[src/rtl/ysyx_25030081_ifu_pkg.sv]
// Shared state encoding and instruction constants for the instruction fetch unit.
package ysyx_25030081_ifu_pkg;

   typedef enum logic [1:0] {
      IDLE = 2'd0,
      REQ  = 2'd1,
      WAIT = 2'd2,
      HOLD = 2'd3
   } ifu_state_e;

   localparam logic [31:0] NOP_ENC       = 32'h0000_0013;  // addi x0,x0,0
   localparam logic [31:0] EBREAK_ENC    = 32'h0010_0073;
   localparam logic [1:0]  MISALIGN_MASK = 2'b11;

   function automatic logic is_misaligned(input logic [1:0] i_lsb);
      return (i_lsb & MISALIGN_MASK) != 2'b00;
   endfunction

endpackage

[src/rtl/ysyx_25030081_ifu.sv]
// Instruction fetch unit: one outstanding imem read, response held for the core
// behind an inst_valid/inst_ready handshake, with redirect flush and delivery counter.
module ysyx_25030081_ifu
   import ysyx_25030081_ifu_pkg::*;
#(
   parameter int                    ADDR_WIDTH = 32,
   parameter int                    DATA_WIDTH = 32,
   parameter logic [DATA_WIDTH-1:0] NOP_INST   = NOP_ENC
) (
   input  logic                  clk,
   input  logic                  rst,
   input  logic [ADDR_WIDTH-1:0] pc_in,
   input  logic                  pc_valid,
   output logic                  pc_ready,
   input  logic                  flush,
   output logic                  imem_req_valid,
   input  logic                  imem_req_ready,
   output logic [ADDR_WIDTH-1:0] imem_req_addr,
   input  logic                  imem_resp_valid,
   input  logic [DATA_WIDTH-1:0] imem_resp_data,
   input  logic                  imem_resp_err,
   output logic                  inst_valid,
   input  logic                  inst_ready,
   output logic [DATA_WIDTH-1:0] inst,
   output logic [ADDR_WIDTH-1:0] inst_pc,
   output logic                  inst_err,
   output logic [31:0]           fetch_cnt
);

   ifu_state_e            r_state;
   logic [ADDR_WIDTH-1:0] r_pc_q;
   logic                  r_drop;
   logic                  r_req_valid;
   logic [ADDR_WIDTH-1:0] r_req_addr;
   logic                  r_inst_valid;
   logic [DATA_WIDTH-1:0] r_inst;
   logic [ADDR_WIDTH-1:0] r_inst_pc;
   logic                  r_inst_err;
   logic [31:0]           r_fetch_cnt;

   ifu_state_e            w_state_nxt;
   logic [ADDR_WIDTH-1:0] w_pc_q_nxt;
   logic                  w_drop_nxt;
   logic                  w_req_valid_nxt;
   logic [ADDR_WIDTH-1:0] w_req_addr_nxt;
   logic                  w_inst_valid_nxt;
   logic [DATA_WIDTH-1:0] w_inst_nxt;
   logic [ADDR_WIDTH-1:0] w_inst_pc_nxt;
   logic                  w_inst_err_nxt;
   logic [31:0]           w_fetch_cnt_nxt;

   logic                  w_pc_ready;
   logic                  w_accept;

   // Back-to-back: a held instruction being consumed frees the slot this same cycle.
   assign w_pc_ready = (r_state == IDLE) || ((r_state == HOLD) && inst_ready);
   assign w_accept   = pc_valid && w_pc_ready && !flush;

   always_comb begin
      // NOTE: every next-state value defaults to its current register first, so no
      // path through the case below can leave a signal unassigned and infer a latch.
      w_state_nxt      = r_state;
      w_pc_q_nxt       = r_pc_q;
      w_drop_nxt       = r_drop;
      w_req_valid_nxt  = r_req_valid;
      w_req_addr_nxt   = r_req_addr;
      w_inst_valid_nxt = r_inst_valid;
      w_inst_nxt       = r_inst;
      w_inst_pc_nxt    = r_inst_pc;
      w_inst_err_nxt   = r_inst_err;
      w_fetch_cnt_nxt  = r_fetch_cnt;

      unique case (r_state)
         IDLE: ;
         REQ: begin
            // A flushed request still completes on the bus; only its data is dropped.
            if (flush) w_drop_nxt = 1'b1;
            if (imem_req_ready) begin
               w_req_valid_nxt = 1'b0;
               w_state_nxt     = WAIT;
            end
         end
         WAIT: begin
            if (imem_resp_valid) begin
               if (flush || r_drop) begin
                  w_drop_nxt  = 1'b0;
                  w_state_nxt = IDLE;
               end else begin
                  w_inst_nxt       = imem_resp_err ? NOP_INST : imem_resp_data;
                  w_inst_err_nxt   = imem_resp_err;
                  w_inst_pc_nxt    = r_pc_q;
                  w_inst_valid_nxt = 1'b1;
                  w_state_nxt      = HOLD;
               end
            end else if (flush) begin
               w_drop_nxt = 1'b1;
            end
         end
         HOLD: begin
            if (flush) begin
               w_inst_valid_nxt = 1'b0;
               w_state_nxt      = IDLE;
            end else if (inst_ready) begin
               w_fetch_cnt_nxt  = r_fetch_cnt + 32'd1;
               w_inst_valid_nxt = 1'b0;
               w_state_nxt      = IDLE;
            end
         end
      endcase

      // New fetch, from IDLE or overriding the HOLD-consume path above.
      if (w_accept) begin
         w_pc_q_nxt = pc_in;
         if (is_misaligned(pc_in[1:0])) begin
            w_inst_nxt       = NOP_INST;
            w_inst_err_nxt   = 1'b1;
            w_inst_pc_nxt    = pc_in;
            w_inst_valid_nxt = 1'b1;
            w_state_nxt      = HOLD;
         end else begin
            w_req_valid_nxt  = 1'b1;
            w_req_addr_nxt   = pc_in;
            w_inst_valid_nxt = 1'b0;
            w_state_nxt      = REQ;
         end
      end
   end

   always_ff @(posedge clk or posedge rst) begin
      if (rst) begin
         r_state      <= IDLE;
         r_pc_q       <= '0;
         r_drop       <= 1'b0;
         r_req_valid  <= 1'b0;
         r_req_addr   <= '0;
         r_inst_valid <= 1'b0;
         r_inst       <= NOP_INST;
         r_inst_pc    <= '0;
         r_inst_err   <= 1'b0;
         r_fetch_cnt  <= '0;
      end else begin
         // NOTE: non-blocking assignments so every register samples pre-edge values.
         r_state      <= w_state_nxt;
         r_pc_q       <= w_pc_q_nxt;
         r_drop       <= w_drop_nxt;
         r_req_valid  <= w_req_valid_nxt;
         r_req_addr   <= w_req_addr_nxt;
         r_inst_valid <= w_inst_valid_nxt;
         r_inst       <= w_inst_nxt;
         r_inst_pc    <= w_inst_pc_nxt;
         r_inst_err   <= w_inst_err_nxt;
         r_fetch_cnt  <= w_fetch_cnt_nxt;
      end
   end

   assign pc_ready       = w_pc_ready;
   assign imem_req_valid = r_req_valid;
   assign imem_req_addr  = r_req_addr;
   assign inst_valid     = r_inst_valid;
   assign inst           = r_inst;
   assign inst_pc        = r_inst_pc;
   assign inst_err       = r_inst_err;
   assign fetch_cnt      = r_fetch_cnt;

   // Responses in IDLE are tolerated: a reply to a request cut off by reset lands there.
   a_resp_outside_wait: assert property (@(posedge clk) disable iff (rst)
      imem_resp_valid |-> (r_state != REQ) && (r_state != HOLD));

   a_single_outstanding: assert property (@(posedge clk) disable iff (rst)
      r_req_valid |-> (r_state == REQ));

endmodule
[config.mk]
export PLATFORM = sky130hd
export DESIGN_NAME = ysyx_25030081_ifu
export DESIGN_NICKNAME = d
export VERILOG_FILES = /design/src/rtl/ysyx_25030081_ifu_pkg.sv /design/src/rtl/ysyx_25030081_ifu.sv
export SDC_FILE = /design/constraint.sdc
export NUM_CORES = 1
export LEC_CHECK = 0
export ABC_AREA = 1
export CAP_MARGIN = 20
export CORE_ASPECT_RATIO = 0.6
export CORE_MARGIN = 2
export CORE_UTILIZATION = 60
export CTS_CLUSTER_SIZE = 24
export DETAILED_ROUTE_END_ITERATION = 6
export DONT_BUFFER_PORTS = 1
export PLACE_DENSITY = 0.81
export SLEW_MARGIN = 20
export SYNTH_ARGS = -nofsm -noshare
export SYNTH_HDL_FRONTEND = slang
export SYNTH_SLANG_ARGS = --single-unit
[constraint.sdc]
create_clock -name clk -period 5.9 [get_ports clk]
set_clock_uncertainty 0.2 [all_clocks]
set_input_delay 0 -clock clk [delete_from_list [all_inputs] [get_ports clk]]
set_output_delay 0 -clock clk [all_outputs]
set_load 0.01 [all_outputs]
## Word-level counts from Yosys, hierarchy flattened

Cells that the tools add are included.
W data, S select, Z words.

| word-level totals | value |
|---|---|
| register bits after elaboration | 166 |
| input bits | 72 |
| output and inout port bits | 132 |
| word-level logic and storage cells | 76 |

| operators by class | value |
|---|---|
| add/subtract/negate cells | 1 |
| equal/unequal tests | 8 |
| muxes and demuxes | 39 |
| bitwise logic cells | 2 |
| reduce and logical (&&, ||, !) cells | 16 |

Operators by type and width:

| operator | number |
|---|---|
| $mux W32 | 11 |
| $add A32 B1 Y32 const B | 1 |
| $mux W1 | 18 |
| $mux W2 | 7 |
| $ne A3 B3 Y1 const B | 4 |
| $reduce_and A4 Y1 | 2 |
| $pmux W2 S3 | 1 |
| $eq A2 B2 Y1 const B | 2 |
| $ne A4 B4 Y1 const B | 1 |
| $pmux W1 S2 | 2 |
| $reduce_and A2 Y1 | 2 |
| $reduce_bool A2 Y1 | 2 |
| $reduce_bool A4 Y1 | 1 |
| $logic_and A1 B1 Y1 | 3 |
| $reduce_and A3 Y1 | 1 |
| $reduce_bool A3 Y1 | 1 |
| $eq A2 B1 Y1 const B | 1 |
| $logic_not A2 Y1 | 1 |
| $logic_or A1 B1 Y1 | 2 |
| $not A1 Y1 | 2 |
| $logic_not A1 Y1 | 1 |

## Logic depth before layout (Yosys ltp)

Gate-level depths: netlist of the first run.

| depth | value |
|---|---|
| word-level depth | 7 |
| gate-level depth with buffers | 11 |

## Worst setup path before layout of the first run

Ideal clock, no wire load.

| timing | value |
|---|---|
| path type | flip-flop to flip-flop |
| start point | register r_state[0] |
| end point | register r_inst_pc[24] (netlist: inst_pc[24]) |
| setup time | 0.133 ns |
| data arrival time | 1.451 ns |
| data required time | 5.567 ns |
| path slack | 4.116 ns |
| stages on the path, launching flop included | 11 |
| path buffers | 1 |
| period minus slack after synthesis | 1.784 ns |
| path through | dfrtp_1 inv_1 ha_1 nand3_2 nor2_4 inv_2 buf_2 nand2_1 o21ai_0 nand2_1 o21ai_0 |

| between the ends | value |
|---|---|
| word-level cells in the longest chain between the ends | 6 |

RTL lines:

| item | line | text |
|---|---|---|
| start, declared | ysyx_25030081_ifu.sv:30 | `ifu_state_e r_state;` |
| start signal, assigned | ysyx_25030081_ifu.sv:143 | `r_state <= w_state_nxt;` |
| $eq A2 B2 Y1 | ysyx_25030081_ifu.sv:56 | `assign w_pc_ready = (r_state == IDLE) \|\| ((r_state == HOLD) && inst_ready);` |
| $logic_and A1 B1 Y1 | ysyx_25030081_ifu.sv:56 |  |
| $logic_or A1 B1 Y1 | ysyx_25030081_ifu.sv:56 |  |
| $logic_and A1 B1 Y1 (2 in series) | ysyx_25030081_ifu.sv:57 | `assign w_accept = pc_valid && w_pc_ready && !flush;` |
| $mux W32 * | ysyx_25030081_ifu.sv:112 | `if (w_accept) begin` |
| net w_inst_pc_nxt[24] | ysyx_25030081_ifu.sv:48 | `logic [ADDR_WIDTH-1:0] w_inst_pc_nxt;` |
| end signal, assigned | ysyx_25030081_ifu.sv:150 | `r_inst_pc <= w_inst_pc_nxt;` |
| end, declared | ysyx_25030081_ifu.sv:37 | `logic [ADDR_WIDTH-1:0] r_inst_pc;` |

Mark *: on every way through the listed nets, which the timed path passes. The rest lies on a longest branch.
A chain may end at the register's enable or synchronous reset.

## Worst setup path after layout of the first run

| timing | value |
|---|---|
| start point | register r_state[1] |
| end point | register r_inst[0] (netlist: inst[0]) |

| between the ends | value |
|---|---|
| word-level cells in the longest chain between the ends | 6 |

RTL lines:

| item | line | text |
|---|---|---|
| $eq A2 B2 Y1 | ysyx_25030081_ifu.sv:56 |  |
| $logic_and A1 B1 Y1 | ysyx_25030081_ifu.sv:56 |  |
| $logic_or A1 B1 Y1 * | ysyx_25030081_ifu.sv:56 |  |
| net pc_ready | ysyx_25030081_ifu.sv:14 | `output logic pc_ready,` |
| $logic_and A1 B1 Y1 * (2 in series) | ysyx_25030081_ifu.sv:57 |  |
| $mux W32 * | ysyx_25030081_ifu.sv:112 |  |
| net w_inst_nxt[0] | ysyx_25030081_ifu.sv:47 | `logic [DATA_WIDTH-1:0] w_inst_nxt;` |
| end signal, assigned | ysyx_25030081_ifu.sv:149 | `r_inst <= w_inst_nxt;` |
| end, declared | ysyx_25030081_ifu.sv:36 | `logic [DATA_WIDTH-1:0] r_inst;` |

Marks and branches as above.

==> results.md, run 1 <==
- ANT nets after route: 0
- Pwr/cell area: around 460 nW/um^2
- TritonCTS Buffers: 17
- Post-Layout Inst Area: 8700 um^2
- Root Driver: clkbuf_16
- Reg clk slew, reported paths: ~70 ps
- Die area: 13,200 um^2
- Nets@finish: 995
- Worst EP arrival: around 3600 ps
- Vias in the first global route: 5,932
- Setup-failing EPs final: 0
- Dpl hpwl: between 10 and 15 mm
- Final setup TNS: 0 ps
- Post-Syn Area: roughly 7400 um^2
- RSZ-0062 raised after global routing: false
- Worst path required time: about 6000 ps
- Asr flop ratio synth: between 90% and 100%
- Final Routed Wirelength: 18.3 mm
- Critical Path Start Type: flop
- CTS tree: yes
- # DRC: 0
- Vias: roughly 6,000
- Average wire per standard cell: around 17 um
- Final period utilization: around 60%
- N_diodes: 0
- Pin count of the biggest net entering global routing: approximately 110
- Die height: between 80 and 90 um
- Crit-path max FO: 55
- Drt first pass iters: 5
- Die X: around 150 um
- PostCTS Resize Cnt: 0
- Synthesized Nets: around 940
- Gr ovfl total: 0
- CTS sink count: 166
- Hold/Removal Path Class: input pin to flop
- Crit. End Element: flop
- Peak VDD IR: 0.235 mV
- CP Class: flop to flop
- Synth-to-Final Area Change: 18.1%
- Vias per inst: approximately 5.5
- Synth top area share: a little under three fifths
- H-tree depth: 4
- # port buffers: 0
- Status: complete, no violations
- Prevailing post-synth register cell: dfrtp_1
- Synth area leader: dfrtp_1
- Slew margin rel.: a little over a third
- Number of synthesized flops with an enable pin: 0
- Gr usage total: between 20 and 30%
- YS warnings: 0
- Layout cells sized above 1: slightly above 6%
- Max-slew violations: 0
- Final hold vios: 0
- FMAX: roughly 290 MHz
- Clk_lat worst skew: about 410 ps
- Iteration-0 DRC Markers: ~350
- Leak pwr: 4.20 nW
- Count leader, synth: nand2_1
- RePlAce Congestion: 0.938
- Cell Rows: 31
- Avg Inst Size Synth: roughly 8.6 um^2
- Fill cells: 871
- Initial Util: between 60% and 70%
- Io pins: 204
- Synth top area cells: dfrtp_1 (55%), nand2_1 (14%), o21ai_0 (6.5%)
- Count of cell types in the netlist: 35
- Clk buf depth: 2
- Core Area: about 12,000 um^2
- Tightest Pin Transition: between 900 and 1000 ps
- Setup bufs post-CTS: 0
- Maxcap violations: 0
- First-pass GRT wire length: ~30 mm
- Yosys reg bits: 166
- Minimum clock period: roughly 3400 ps
- Initial antenna violation count: 0
- Placed instance area: between 7000 and 8000 um^2
- Sequential share of the synthesized area: between 50 and 60%
- Most frequent cells after synthesis: nand2_1 (284), dfrtp_1 (163), o21ai_0 (95)
- Mapped Cells: between 800 and 900
## final timing paths
kind | startpoint | endpoint | slack (ps) | cells past startpoint
min reg2reg | r_pc_q[14] | r_pc_q[14] | 290 | 2
max reg2reg | r_state[1] | inst[0] | 2460 | 8
max in group asynchronous | rst | imem_req_addr[22] | 4080 | 3
min | imem_resp_err | inst[21] | 40 | 5
min in group asynchronous | rst | imem_req_addr[6] | 90 | 2
max | r_state[1] | inst[0] | 2460 | 8
## sequential cells by signal, indices dropped and copies added, names as in the netlist
| signal | cells |
|---|---|
| r_state | 2 |
| inst_err | 1 |
| inst_pc | 32 |
| inst_valid | 1 |
| imem_req_addr | 32 |
| inst | 32 |
| fetch_cnt | 32 |
| r_pc_q | 32 |
| imem_req_valid | 1 |
| r_drop | 1 |
## layer usage
layer  global-route usage, %  vias to the layer above  routed length [um]
met2                    43.7                      300                8030
met3                    9.90                       47                1910
met1                    39.6                     2816                7800
li1                        -                     2851                   -
met4                    10.0                        0                 514
met5                       0                        -                   0
## cell type report
cell class / instances / area (um^2) / area share [%]
Clock inverter: 12 / 118 / 1.35
Multi-Input combinational cell: 583 / 2710 / 31.2
Clock buffer: 19 / 453 / 5.21
Tap cell: 165 / 206 / 2.37
Inverter: 72 / 278 / 3.19
Sequential cell: 166 / 4160 / 47.8
Timing Repair Buffer: 78 / 776 / 8.92
## worst max-delay path, cell delays in order, from the launching register on
cell and delay [ps]:
dfrtp_1 410, ha_1 270, nand2_2 130, nand2_2 100, nand2_2 610, inv_4 290, nand2_4 520, nand4_1 190
dlygate4sd3_1 600
## per-stage QoR
| step | util [%] | power, mW | instances | hold WS [ps] | worst slack (ps) |
|---|---|---|---|---|---|
| final | 72.4 | 3.97 | 1095 | 43.4 | 2460 |
| after global routing | 72.4 | 4.23 | 1095 | 92.1 | 2190 |
| after CTS | 72.4 | 3.97 | 1095 | 3.05 | 2490 |
| after detailed placement | 61.3 | 2.83 | 988 | -81.0 | 2590 |
| after global placement | 61.3 | 2.78 | 988 | -83.9 | 2710 |
| after floorplan | - | 2.60 | 860 | -87.7 | 1210 |
## cell families after synthesis
family                     count (synthesis)  synth area share [%]
DFF                                      166                  56.4
and+or+nand+nor                          427                  24.0
buffers and inverters                    111                  6.76
adders and majority gates                  5                 0.849
AOI/OAI and AO/OA                        129                  9.31
xor gates and xnor gates                  22                  2.62
## placed cells by master (no fill, tap or decap), types with 4 or more instances in the layout
cell	count
nand2_1	284
dfrtp_1	163
o21ai_0	95
nor2_1	76
dlygate4sd3_1	76
inv_1	66
nand3_1	26
a31oi_1	19
clkbuf_16	17
nand4_1	13
xor2_1	13
o21ai_1	9
xnor2_1	9
nor3_1	6
nand2_2	5
inv_6	5
ha_1	5
nor2_4	4
nand3b_1	4
## power by group
part,internal [mW],switching [mW],total [mW],leakage (nW)
registers,1.59,0.496,2.09,2.08
logic,0.321,0.490,0.811,1.85
clock network,0.609,0.459,1.07,0.275
total,2.52,1.45,3.97,4.20
## timing repair
action / in CTS / in global routing
hold buffers: 76 / 0
endpoints found under the setup margin: 0 / 0
endpoints found under the hold margin: 271 / 0
No activity file was read; power rests on OpenSTA's default activity.
==> run 2: changes to the inputs <==
Clock period 5.9 ns to 3.5 ns, I/O delays scaled along.
==> run 2 against run 1 <==
Compared with the run above: sequential cell count did not move; global-route usage rose by 0.44 points; critical path depth grew 1; worst hold slack gained 27 ps; final area increased by 2.6%; wire length rose by 3.1%; largest power group unchanged.
==> results.md, run 2 (synthesis results as in run 1) <==
- Setup bufs post-CTS: 0 (unchanged)
- Clk_lat worst skew: 410 ps (about the same)
- Layout cells sized above 1: 6.63% (+0.50 points)
- ANT nets after route: 0 (unchanged)
- CTS sink count: 166 (unchanged)
- Clk buf depth: 2 (unchanged)
- Commonest non-fill, non-tap cell in the layout: nand2_1
- Gr usage total: 29.4% (+0.44 points)
- Worst r2r src: r_state[0]
- Clock power frac: 27.3% (+0.4 points)
- Worst path required time: 3650 ps (-2380 ps)
- Iteration-0 DRC Markers: 468 (+34%)
- Reg-to-reg critical path endpoint: inst[0]
- Synth-to-Final Area Change: 21.2%
- Peak VDD IR: 0.482 mV (+110%)
- Max-slew violations: 0 (unchanged)
- Maxcap violations: 0 (unchanged)
- Initial antenna violation count: 0 (unchanged)
- Sw Share: 36.3% (-0.16 points)
- Leak pwr: 4.29 nW (+2.0%)
- Reg clk slew, reported paths: 70 ps (about the same)
- Nets@finish: 1,014 (+1.9%)
- Setup-failing EPs final: 0 (unchanged)
- Hold/Removal Path Class: input pin to flop
- # DRC: 0 (unchanged)
- Crit-path max FO: 21 (-62%)
- FMAX: 337 MHz
- Io pins: 204 (unchanged)
- Pwr/cell area: 766 nW/um^2 (+68%)
- CTS Hold Buffers Added: 88 (+16%)
- R2r worst-path depth: 8 (unchanged)
- RePlAce Congestion: 0.925 (-1.3%)
- # port buffers: 0 (unchanged)
- Critical Path Start Type: input pin
- Die height: 89.8 um (unchanged)
- R2R Setup Slk: 570 ps (-1890 ps)
- Min-Delay Endpoint: inst[21]
- Die area: 13,200 um^2 (unchanged)
- Core Area: 12,000 um^2 (unchanged)
- CTS tree: yes
- Status: complete, no violations
- Minimum clock period: a little under 3000 ps
- P_sw: 2.48 mW (+72%)
- Pin count of the biggest net entering global routing: 85 (-21%)
- Pwr Total: 6.84 mW (+72%)
- Hold_sp: imem_resp_err
- Final period utilization: ~85%
- N_diodes: 0 (unchanged)
- Die X: 147 um (unchanged)
- Vias per inst: 5.43 (-1.1%)
- Final setup TNS: 0 ps (unchanged)
- Final Routed Wirelength: 18.8 mm (+3.1%)
- First-pass GRT wire length: 30.8 mm (+1.2%)
- Int Power: 4.36 mW (+73%)
- Cell Rows: 31 (unchanged)
- Drt first pass iters: 5 (unchanged)
- Vias: 6,059 (+0.75%)
- H-tree depth: 4 (unchanged)
- CP Class: input pin to flop
- Root Driver: clkbuf_16
- Most frequent cells in the layout: nand2_1 (284), dfrtp_1 (163), o21ai_0 (95)
- PostCTS Resize Cnt: 0 (unchanged)
- Slew margin rel.: 44.1% (+9.1 points)
- Average wire per standard cell: 16.9 um (+1.2%)
- Gr ovfl total: 0 (unchanged)
- Tightest Pin Transition: 837 ps (-135 ps)
- Crit. End Element: flop
- Logic gate share of total power: 21.0% (+0.6 points)
- Critical Path Start: pc_in[0]
- Initial Util: 61.3% (unchanged)
- Hold depth: 5 (unchanged)
- Flop pwr share: 51.6% (-1.1 points)
- Final hold vios: 0 (unchanged)
- Worst EP arrival: 3120 ps (-450 ps)
- RSZ-0062 raised after global routing: false
- Vias in the first global route: 6,020 (+1.5%)
- TritonCTS Buffers: 17 (unchanged)
- Dpl hpwl: 11.6 mm (+1.2%)
- Fill cells: 833 (-4.4%)
## run 2: how the worst max path moves through the flow
stage | to | slack [ps] | cells past startpoint
after floorplan | fetch_cnt[0] | 1190 | 1
after global placement | inst[30] | 1030 | 8
after detailed placement | inst[17] | 930 | 8
after CTS | imem_req_addr[26] | 620 | 9
after global routing | inst[0] | 390 | 8
final | imem_req_addr[26] | 530 | 9
## run 2: metal layers
metal / track usage [%] / up-vias / share of wire, %
met2: 44.5 / 275 / 45
met1: 40.4 / 2880 / 43
met3: 10.2 / 22 / 10
li1: - / 2882 / -
met4: 8.89 / 0 / 1.1
met5: 0 / - / 0
## run 2: layout make-up
| type | instances | area (um^2) | area share, % |
|---|---|---|---|
| Clock buffer | 19 | 443 | 4.96 |
| Clock inverter | 13 | 146 | 1.64 |
| Inverter | 72 | 277 | 3.10 |
| Multi-Input combinational cell | 583 | 2710 | 30.4 |
| Sequential cell | 166 | 4160 | 46.6 |
| Tap cell | 165 | 206 | 2.31 |
| Timing Repair Buffer | 97 | 988 | 11.1 |
## run 2: power by group through the flow
stage          Sequential (mW)  Combinational (mW)  Clock (mW)
4_1_cts                   3.52                1.40        1.89
3_5_place_dp              3.53                1.25           0
5_1_grt                   3.62                1.68        1.97
6_report                  3.53                1.44        1.87
2_1_floorplan             3.33                1.05           0
3_3_place_gp              3.52                1.19           0
## run 2: worst max-delay path: stages
cell and delay [ps]:
dlygate4sd3_1 540, or2_2 350, dlygate4sd3_1 590, clkinv_1 70, buf_4 260, nand3_1 100
dlygate4sd3_1 580, nand2_1 70, dlygate4sd3_1 550
## run 2: per-stage QoR
stage | instances | util [%] | instance area (um^2) | hold slack (ps) | worst slack (ps)
final | 1115 | 74.3 | 8930 | 70.7 | 530
after global placement | 993 | 61.8 | 7430 | -83.5 | 1030
after floorplan | 860 | - | 7370 | -87.7 | 1190
after global routing | 1115 | 74.3 | 8930 | 114 | 391
after detailed placement | 993 | 61.8 | 7430 | -78.8 | 930
after CTS | 1113 | 74.0 | 8900 | 29.7 | 618
==> run 3: changes to the inputs <==
Settings changed: CORE_UTILIZATION 60 to 57, PLACE_DENSITY 0.81 to 0.8.
Clock period 3.5 ns to 2.6 ns, I/O delays scaled along.
==> run 3 against run 2 <==
Compared with the run above: combinational power is 33% higher; sequential power is 34% higher; die area is 5.1% higher; clock power is 36% higher; sequential cell count is the same; critical path type unchanged; critical endpoint is now inst[0]; highest routed layer unchanged.
==> results.md, run 3 (synthesis results as in run 1) <==
- Initial antenna violation count: 0 (unchanged)
- R2r worst-path depth: 8 (unchanged)
- Root Driver: clkbuf_16
- Vias: 6,080 (+0.35%)
- # DRC: 0 (unchanged)
- Crit-path max FO: 39 (+86%)
- Worst path top cell family by delay: buffers and inverters
- Reg clk slew, reported paths: 70 ps (about the same)
- # port buffers: 0 (unchanged)
- RePlAce Congestion: 0.869 (-6.1%)
- CTS tree: yes
- Status: complete, no violations
- Nets@finish: 1,008 (-0.59%)
- Cells after DPL: 1,001 (+0.81%)
- Multi-input gate area: 2720 um^2 (+0.42%)
- Worst EP arrival: 2600 ps (-520 ps)
- Final hold vios: 0 (unchanged)
- Die X: 151 um (+2.5%)
- H-tree depth: 4 (unchanged)
- Critical Path Start Type: input pin
- Commonest non-fill, non-tap cell in the layout: nand2_1
- TritonCTS Buffers: 17 (unchanged)
- Most frequent cells in the layout: nand2_1 (284), dfrtp_1 (163), o21ai_0 (95)
- Die area: 13,900 um^2 (+5.1%)
- Die height: 92.1 um (+2.5%)
- Synth-to-Final Area Change: 21.3% (about the same)
- Reg-to-reg critical path endpoint: inst[0]
- ANT nets after route: 0 (unchanged)
- Maxcap violations: 0 (unchanged)
- Cell Rows: 32 (+3.2%)
- Hold/Removal Path Class: input pin to asynchronous set/reset pin
- Fill cells: 942 (+13%)
- Gr usage total: 27.5% (-1.9 points)
- First-pass GRT wire length: 29.8 mm (-3.3%)
- R2R Setup Slk: 160 ps (-410 ps)
- Slew margin rel.: 41.1% (-3.1 points)
- Iteration-0 DRC Markers: 454 (-3.0%)
- Vias in the first global route: 5,786 (-3.9%)
- Max-slew violations: 0 (unchanged)
- Sequential Area: 4160 um^2 (unchanged)
- Vias per inst: 5.46 (+0.44%)
- FMAX: between 400 and 500 MHz
- Slowest stage delay, CP: 650 ps (+60 ps)
- Clk_lat worst skew: 410 ps (about the same)
- Io pins: 204 (unchanged)
- Pin count of the biggest net entering global routing: 85 (unchanged)
- Worst path required time: 2730 ps (-920 ps)
- Post-route insts no fill: 1,114 (-0.090%)
- Core Area: 12,700 um^2 (+5.9%)
- CP Buf/Inv Count: 4 (-2)
- Minimum clock period: about 2500 ps
- Worst r2r src: r_state[0]
- Final Routed Wirelength: 18.8 mm (-0.31%)
- Initial Util: 57.9% (-3.4 points)
- Setup-failing EPs final: 0 (unchanged)
- RSZ-0062 raised after global routing: false
- Crit. End Element: flop
- Final period utilization: about 95%
- Tightest Pin Transition: 881 ps (+43.9 ps)
- CTS sink count: 166 (unchanged)
- Slowest CP cell: dlygate4sd3_1
- Pwr/cell area: 1030 nW/um^2 (+34%)
- CP Class: input pin to flop
- N_diodes: 0 (unchanged)
- Average wire per standard cell: 16.8 um (-0.22%)
- Dpl hpwl: 11.7 mm (+0.36%)
- Leak pwr: 4.29 nW (+0.14%)
- CP cell instances: dlygate4sd3_1, or2_2, dlygate4sd3_1, nand2_8, buf_12, nand4_1, dlygate4sd3_1
- Clk buf depth: 2 (unchanged)
- Drt first pass iters: 7 (+2)
- Peak VDD IR: 0.554 mV (+15%)
- Layout cells sized above 1: 7.31% (+0.68 points)
- Gr ovfl total: 0 (unchanged)
- Most used cell along the critical path: dlygate4sd3_1
- Final setup TNS: 0 ps (unchanged)
- Hold_ws: 18.1 ps (-52.7 ps)
## run 3: cell types whose count changed in the layout (fill, tap and decap cells not counted), sizes merged
cell         previous run  this run
inv                    74        76
dlygate4sd3            89        79
clkinv                  6         5
buf                     8        11
## run 3: per-layer routing
metal  track usage, %  wire [um]  vias to the layer above
met2             40.7       8340                      316
met1             38.3       7960                     2847
met5                0          0                        -
met3             8.46       2000                       43
li1                 -          -                     2874
met4             10.1        446                        0
## run 3: timing repair
item | in CTS | in global routing
setup endpoints to repair | 0 | 4
setup buffers | 0 | 1
gates resized for setup | 0 | 5
hold endpoints to repair | 328 | 0
hold buffers | 79 | 0
## run 3: cell type report
class                   instances  share of cell area [%]
multi-input cells             583                    30.5
inverters                      72                    3.12
flip-flops and latches        166                    46.5
clock buffers                  18                    4.91
repair buffers                 91                    10.8
well taps                     170                    2.38
clock inverters                14                    1.81
## run 3: worst register-to-register path, delay by kind of cell, from the launching register on
kind / cells / cell delay, ps
simple gates: 4 / 640
flops: 1 / 400
buf+inv: 3 / 900
fa+ha+maj: 1 / 250
## run 3: power breakdown
part	switching, mW	internal (mW)	total [mW]
clock network	1.07	1.47	2.54
registers	1.13	3.61	4.74
logic	1.14	0.777	1.92
## run 3: how the worst max path moves through the flow
| stage | start | to | slack (ps) | cells past startpoint |
|---|---|---|---|---|
| CTS | r_state[0] | inst[0] | 70 | 8 |
| floorplan | rst | fetch_cnt[0] | 290 | 1 |
| global placement | r_state[0] | inst_pc[23] | 480 | 8 |
| finish | pc_in[1] | inst[0] | 140 | 7 |
| global route | r_state[0] | inst[0] | 30 | 8 |
| detailed placement | r_state[1] | inst[13] | 420 | 8 |
## run 3: stage by stage
step | utilization, % | power (mW) | instance area (um^2) | setup WS, ps
after global routing | 70.2 | 9.79 | 8940 | 31.6
after floorplan | - | 5.90 | 7370 | 290
final | 70.2 | 9.20 | 8940 | 135
after detailed placement | 58.9 | 6.46 | 7500 | 421
after global placement | 58.9 | 6.34 | 7500 | 479
after CTS | 69.8 | 9.16 | 8890 | 65.6
